$ cat src/rtl/tim_arbiter.sv
// Two-master front end for one TIM port: forwards single-cycle requests, parks a colliding one
// in a one-entry skid and routes each one-cycle-latency response back to its originator.
package tim_arbiter_pkg;

  typedef struct packed {
    logic        mem_valid;
    logic [63:0] mem_addr;
    logic [63:0] mem_wdata;
    logic [7:0]  mem_wstrb;
  } mem_in_type;

  typedef struct packed {
    logic        mem_ready;
    logic [63:0] mem_rdata;
    logic        mem_error;
  } mem_out_type;

endpackage

module tim_arbiter
  import tim_arbiter_pkg::*;
#(
  parameter bit RR_INIT = 1'b0
) (
  input  logic        clock,
  input  logic        reset,
  input  mem_in_type  m0_in,
  input  mem_in_type  m1_in,
  output mem_out_type m0_out,
  output mem_out_type m1_out,
  output mem_in_type  tim_in,
  input  mem_out_type tim_out
);

  typedef enum logic {
    M0 = 1'b0,
    M1 = 1'b1
  } master_e;

  function automatic master_e other(input master_e id);
    return (id == M0) ? M1 : M0;
  endfunction

  logic       pend_v;
  master_e    pend_id;
  mem_in_type pend_req;
  logic       inflight_v;
  master_e    inflight_id;
  master_e    rr;

  logic       issue_v;
  master_e    issue_id;
  mem_in_type issue_req;
  logic       pend_v_n;
  master_e    pend_id_n;
  mem_in_type pend_req_n;
  master_e    rr_n;
  logic       own_req;
  logic       other_req;

  assign own_req   = (pend_id == M0) ? m0_in.mem_valid : m1_in.mem_valid;
  assign other_req = (pend_id == M0) ? m1_in.mem_valid : m0_in.mem_valid;

  always_comb begin
    issue_v    = 1'b0;
    issue_id   = M0;
    issue_req  = '0;
    pend_v_n   = 1'b0;
    pend_id_n  = pend_id;
    pend_req_n = pend_req;
    rr_n       = rr;
    // Gating on reset keeps tim_in at zero while reset is held, even if masters pulse.
    if (reset) begin
      if (pend_v) begin
        issue_v   = 1'b1;
        issue_id  = pend_id;
        issue_req = pend_req;
        if (other_req) begin
          pend_v_n   = 1'b1;
          pend_id_n  = other(pend_id);
          pend_req_n = (pend_id == M0) ? m1_in : m0_in;
        end
      end else if (m0_in.mem_valid && m1_in.mem_valid) begin
        issue_v    = 1'b1;
        issue_id   = rr;
        issue_req  = (rr == M0) ? m0_in : m1_in;
        pend_v_n   = 1'b1;
        pend_id_n  = other(rr);
        pend_req_n = (rr == M0) ? m1_in : m0_in;
        rr_n       = other(rr);
      end else if (m0_in.mem_valid) begin
        issue_v   = 1'b1;
        issue_id  = M0;
        issue_req = m0_in;
      end else if (m1_in.mem_valid) begin
        issue_v   = 1'b1;
        issue_id  = M1;
        issue_req = m1_in;
      end
    end
  end

  always_ff @(posedge clock or negedge reset) begin
    if (!reset) begin
      pend_v      <= 1'b0;
      pend_id     <= M0;
      pend_req    <= '0;
      inflight_v  <= 1'b0;
      inflight_id <= M0;
      rr          <= master_e'(RR_INIT);
    end else begin
      pend_v      <= pend_v_n;
      pend_id     <= pend_id_n;
      pend_req    <= pend_req_n;
      inflight_v  <= issue_v;
      inflight_id <= issue_id;
      rr          <= rr_n;
    end
  end

  assign tim_in = issue_req;
  assign m0_out = (inflight_v && inflight_id == M0) ? tim_out : '0;
  assign m1_out = (inflight_v && inflight_id == M1) ? tim_out : '0;

  // A master re-pulsing while its own request still sits in the skid is dropped.
  ap_no_skid_overflow: assert property (@(posedge clock) disable iff (!reset)
    !(pend_v && own_req));

endmodule

$ cat config.mk
export PLATFORM = sky130hd
export DESIGN_NAME = tim_arbiter
export DESIGN_NICKNAME = d
export VERILOG_FILES = /design/src/rtl/tim_arbiter.sv
export SDC_FILE = /design/constraint.sdc
export NUM_CORES = 1
export LEC_CHECK = 0
export ABC_AREA = 1
export BUFFER_PORTS_ARGS = -buffer_cell sky130_fd_sc_hd__buf_4
export CAP_MARGIN = 10
export CORE_AREA = 5 5 235 237
export CTS_CLUSTER_DIAMETER = 40
export DETAILED_ROUTE_END_ITERATION = 7
export DIE_AREA = 0 0 240 242
export GPL_TIMING_DRIVEN = 0
export MAX_ROUTING_LAYER = met4
export SYNTH_ARGS = -nofsm -noshare
export SYNTH_HDL_FRONTEND = slang
export SYNTH_SLANG_ARGS = --single-unit
$ cat constraint.sdc
create_clock -name clock -period 1.65 [get_ports clock]
set_input_delay 0.2475 -clock clock [delete_from_list [all_inputs] [get_ports clock]]
set_output_delay 0.2475 -clock clock [all_outputs]
set_load 0.02 [all_outputs]
==> flow_summary.json <==
{
  "cts_tree": "built",
  "drv_slew": 0,
  "critPathCaptureType": "output pin",
  "period_share": 1.41,
  "min_delay_worst_endpoint": "inflight_v$_DFF_PN0_",
  "start_util": 0.345,
  "max_slew_margin": 0.237,
  "status": "finished with violations",
  "place_congestion": 0.944,
  "path_cells": "buf_6 > inv_12 > buf_16 > buf_12 > buf_16 > buf_4 > nor2_1 > nor3_1 > nor2_1 > nor2_1 > buf_4",
  "power_mw": 29.6,
  "r2r.worst_path.cells": 9,
  "crit_buf_inv": 7,
  "yosysWarnings": 0,
  "ir_drop_mv": 0.757,
  "drive_gt1_frac": 0.243,
  "postRouteAntennaNets": 0,
  "reg2reg_to": "pend_req[97]$_DFFE_PN0P_",
  "yosys-top-cells-count": "1,608 x nand2_1, 673 x nor2_1, 421 x nand3_1",
  "dp_slack_ps": -1960,
  "yosysMostFrequentCell": "nand2_1",
  "tightest_slew_ps": 1140,
  "hp-start": "m0_in[136]",
  "worstPathMaxFanout": 6,
  "critPathMaxStageDelay_ps": 380,
  "synth_area_um2": 18300,
  "skew_ps": 14.8,
  "min_path_type": "input pin to register",
  "num_io_pins": 611,
  "fillerInstances": 5832,
  "cts_buffers": 17,
  "synth_top_area_frac": 0.329,
  "synth_edf_count": 0,
  "syn_to_final_growth_pct": 49.1,
  "grt_pass1_wl_mm": 146,
  "clk_latency_ps": 440,
  "crit-reg2reg-launch": "rr$_DFFE_PN0P_",
  "clk_pin_slew_ps": 70,
  "cp-start-kind": "register",
  "wl_per_cell_um": 19.2,
  "drtIter0Drc": 2476,
  "first_pass_iters": 7,
  "fmax_mhz": 430,
  "worst-r2r-setup-slack_ps": -190,
  "grt_max_degree": 45,
  "die_height_um": 242,
  "core_um2": 53100,
  "power.density_nw_per_um2": 1080,
  "rsz0062_at_grt": "true",
  "cts_max_level": 4,
  "synth-async-reset-ratio": 1.00,
  "die_area_um2": 58100,
  "cp_slowest_cell": "dfrtp_1",
  "syn_nets": 4100,
  "setup_ws_ps": -674,
  "crit_path_frequent_cell": "nor2_1",
  "crit_family": "buffers and inverters",
  "grt_pass1_vias": 24000,
  "setup_viol": 387,
  "clockBufferDepth": 2,
  "drc_errors": 0,
  "die_w_um": 240,
  "finalNetCount": 4796,
  "num_rows": 85,
  "synth_ff_type": "dfrtp_1",
  "ys_seq_elements": 142,
  "cts_root_buf": "clkbuf_16",
  "synth.distinct_cells": 20,
  "multi_input_area_um2": 12700,
  "failed_checks": "negative setup slack",
  "yosys.area.top_type": "nand2_1",
  "grt_usage": 0.327,
  "register_area_um2": 3560,
  "power.leakage_nw": 16.2,
  "crit_arrival_ps": 2080,
  "viasPerCell": 5.07,
  "synthCells": 3758,
  "vias": 26300,
  "antenna_found_initial": 33,
  "port_buffers": 609,
  "finalHoldWorstSlack_ps": 205,
  "overflow": 0,
  "yosysSeqAreaShare": 0.194,
  "cp.required_ps": 1400,
  "cts_sinks": 142,
  "min_path_cells": 3,
  "path_class": "register to output pin",
  "drv_cap": 0,
  "avgSynthCellArea_um2": 4.88,
  "synth_area_leaders": "nand2_1 33%, dfrtp_1 19%, nor2_1 14%, nand3_1 11%, inv_1 7.1%",
  "hold_viol": 0,
  "dp.final_hpwl_mm": 73.3,
  "fin_crit_ps": 2320,
  "wl_mm": 100
}
==> state kept, by name, indices dropped and copies added (netlist names) <==
register	flops
inflight_id	1
pend_v	1
pend_req	137
pend_id	1
rr	1
inflight_v	1
==> kinds of logic (layout without fill, tap and decap cells) <==
logic type | Yosys count | in the layout | share of synthesized area
AO/OA/AOI/OAI | 142 | 142 | 0.0391
AND/OR/NAND/NOR | 2842 | 2842 | 0.621
XOR/XNOR | 1 | 1 | 0.000478
other | 0 | 34 | 0
buffers and inverters | 631 | 1339 | 0.146
flip-flops | 142 | 142 | 0.194
==> metal layers <==
layer | vias to the layer above | wire length [um] | track usage
li1 | 12900 | - | -
met2 | 1066 | 47900 | 0.523
met3 | 171 | 7430 | 0.0594
met4 | 0 | 4100 | 0.142
met5 | - | 0 | -
met1 | 12200 | 40600 | 0.403
==> power by group <==
part	internal, mW	switching, mW
clock network	2.43	1.75
logic	7.80	12.0
registers	4.88	0.707
==> final cells by class <==
| cell class | count | share of cell area |
|---|---|---|
| Tap cell | 696 | 0.0319 |
| Timing Repair Buffer | 681 | 0.218 |
| Buffer | 279 | 0.0815 |
| Antenna cell | 34 | 0.00311 |
| Clock buffer | 19 | 0.0162 |
| Multi-Input combinational cell | 2985 | 0.465 |
| Inverter | 348 | 0.0485 |
| Clock inverter | 12 | 0.00591 |
| Sequential cell | 142 | 0.130 |
==> through the flow <==
step / TNS (ps) / utilization / instance area, um2 / instances
after floorplan: 0 / - / 18300 / 3758
after detailed placement: -415270 / 0.449 / 23800 / 5064
final: -114220 / 0.515 / 27300 / 5196
after global routing: -145200 / 0.515 / 27300 / 5194
after global placement: -683430 / 0.448 / 23800 / 5063
after CTS: -154110 / 0.490 / 26000 / 5136
==> layout by cell type, fill, tap and decap left out, types with 3 or more instances in the layout <==
| cell | instances |
|---|---|
| buf_2 | 99 |
| buf_16 | 11 |
| clkbuf_1 | 24 |
| nand2_4 | 4 |
| nor2_1 | 613 |
| buf_6 | 46 |
| dfrtp_1 | 140 |
| clkinvlp_4 | 3 |
| nor2_4 | 22 |
| buf_1 | 10 |
| clkbuf_2 | 34 |
| clkbuf_8 | 7 |
| o21ai_1 | 8 |
| diode_2 | 34 |
| bufbuf_16 | 3 |
| nand2_2 | 14 |
| nand3_2 | 3 |
| nand3_1 | 417 |
| buf_12 | 31 |
| buf_8 | 32 |
| nor3_1 | 95 |
| clkbuf_4 | 18 |
| nand2_1 | 1591 |
| o21ai_0 | 129 |
| nor2_2 | 39 |
| bufinv_16 | 3 |
| inv_6 | 3 |
| inv_1 | 345 |
| dlygate4sd3_1 | 3 |
| clkbuf_16 | 34 |
| buf_4 | 627 |
| nor3_2 | 41 |
==> worst reg2reg max path, stage by stage, from the launching register on <==
cell	delay, ps
dfrtp_1	380
buf_6	150
inv_12	100
buf_4	170
clkbuf_1	540
nand2_1	130
nand3_1	100
nand2_1	60
nand3_1	70
nand2_1	50
==> what timing repair did <==
action | in CTS | in global routing
gates resized for setup | 278 | 280
pin swaps | 33 | 98
hold endpoints to repair | 76 | 0
setup buffers | 22 | 20
gates cloned | 14 | 16
hold buffers | 5 | 0
endpoints found under the setup margin | 411 | 406
==> how the worst max path moves through the flow <==
stage          slack [ps]  cells past startpoint           to            from
6_report             -670                     11  tim_in[128]  rr$_DFFE_PN0P_
5_1_grt              -730                     10   tim_in[77]  rr$_DFFE_PN0P_
4_1_cts              -610                     10   tim_in[57]  rr$_DFFE_PN0P_
3_5_place_dp        -1960                      8   tim_in[32]           reset
3_3_place_gp        -2690                      7   tim_in[32]           reset
2_1_floorplan           7                      8  tim_in[100]  rr$_DFFE_PN0P_
(Power assumes the default switching activity.)
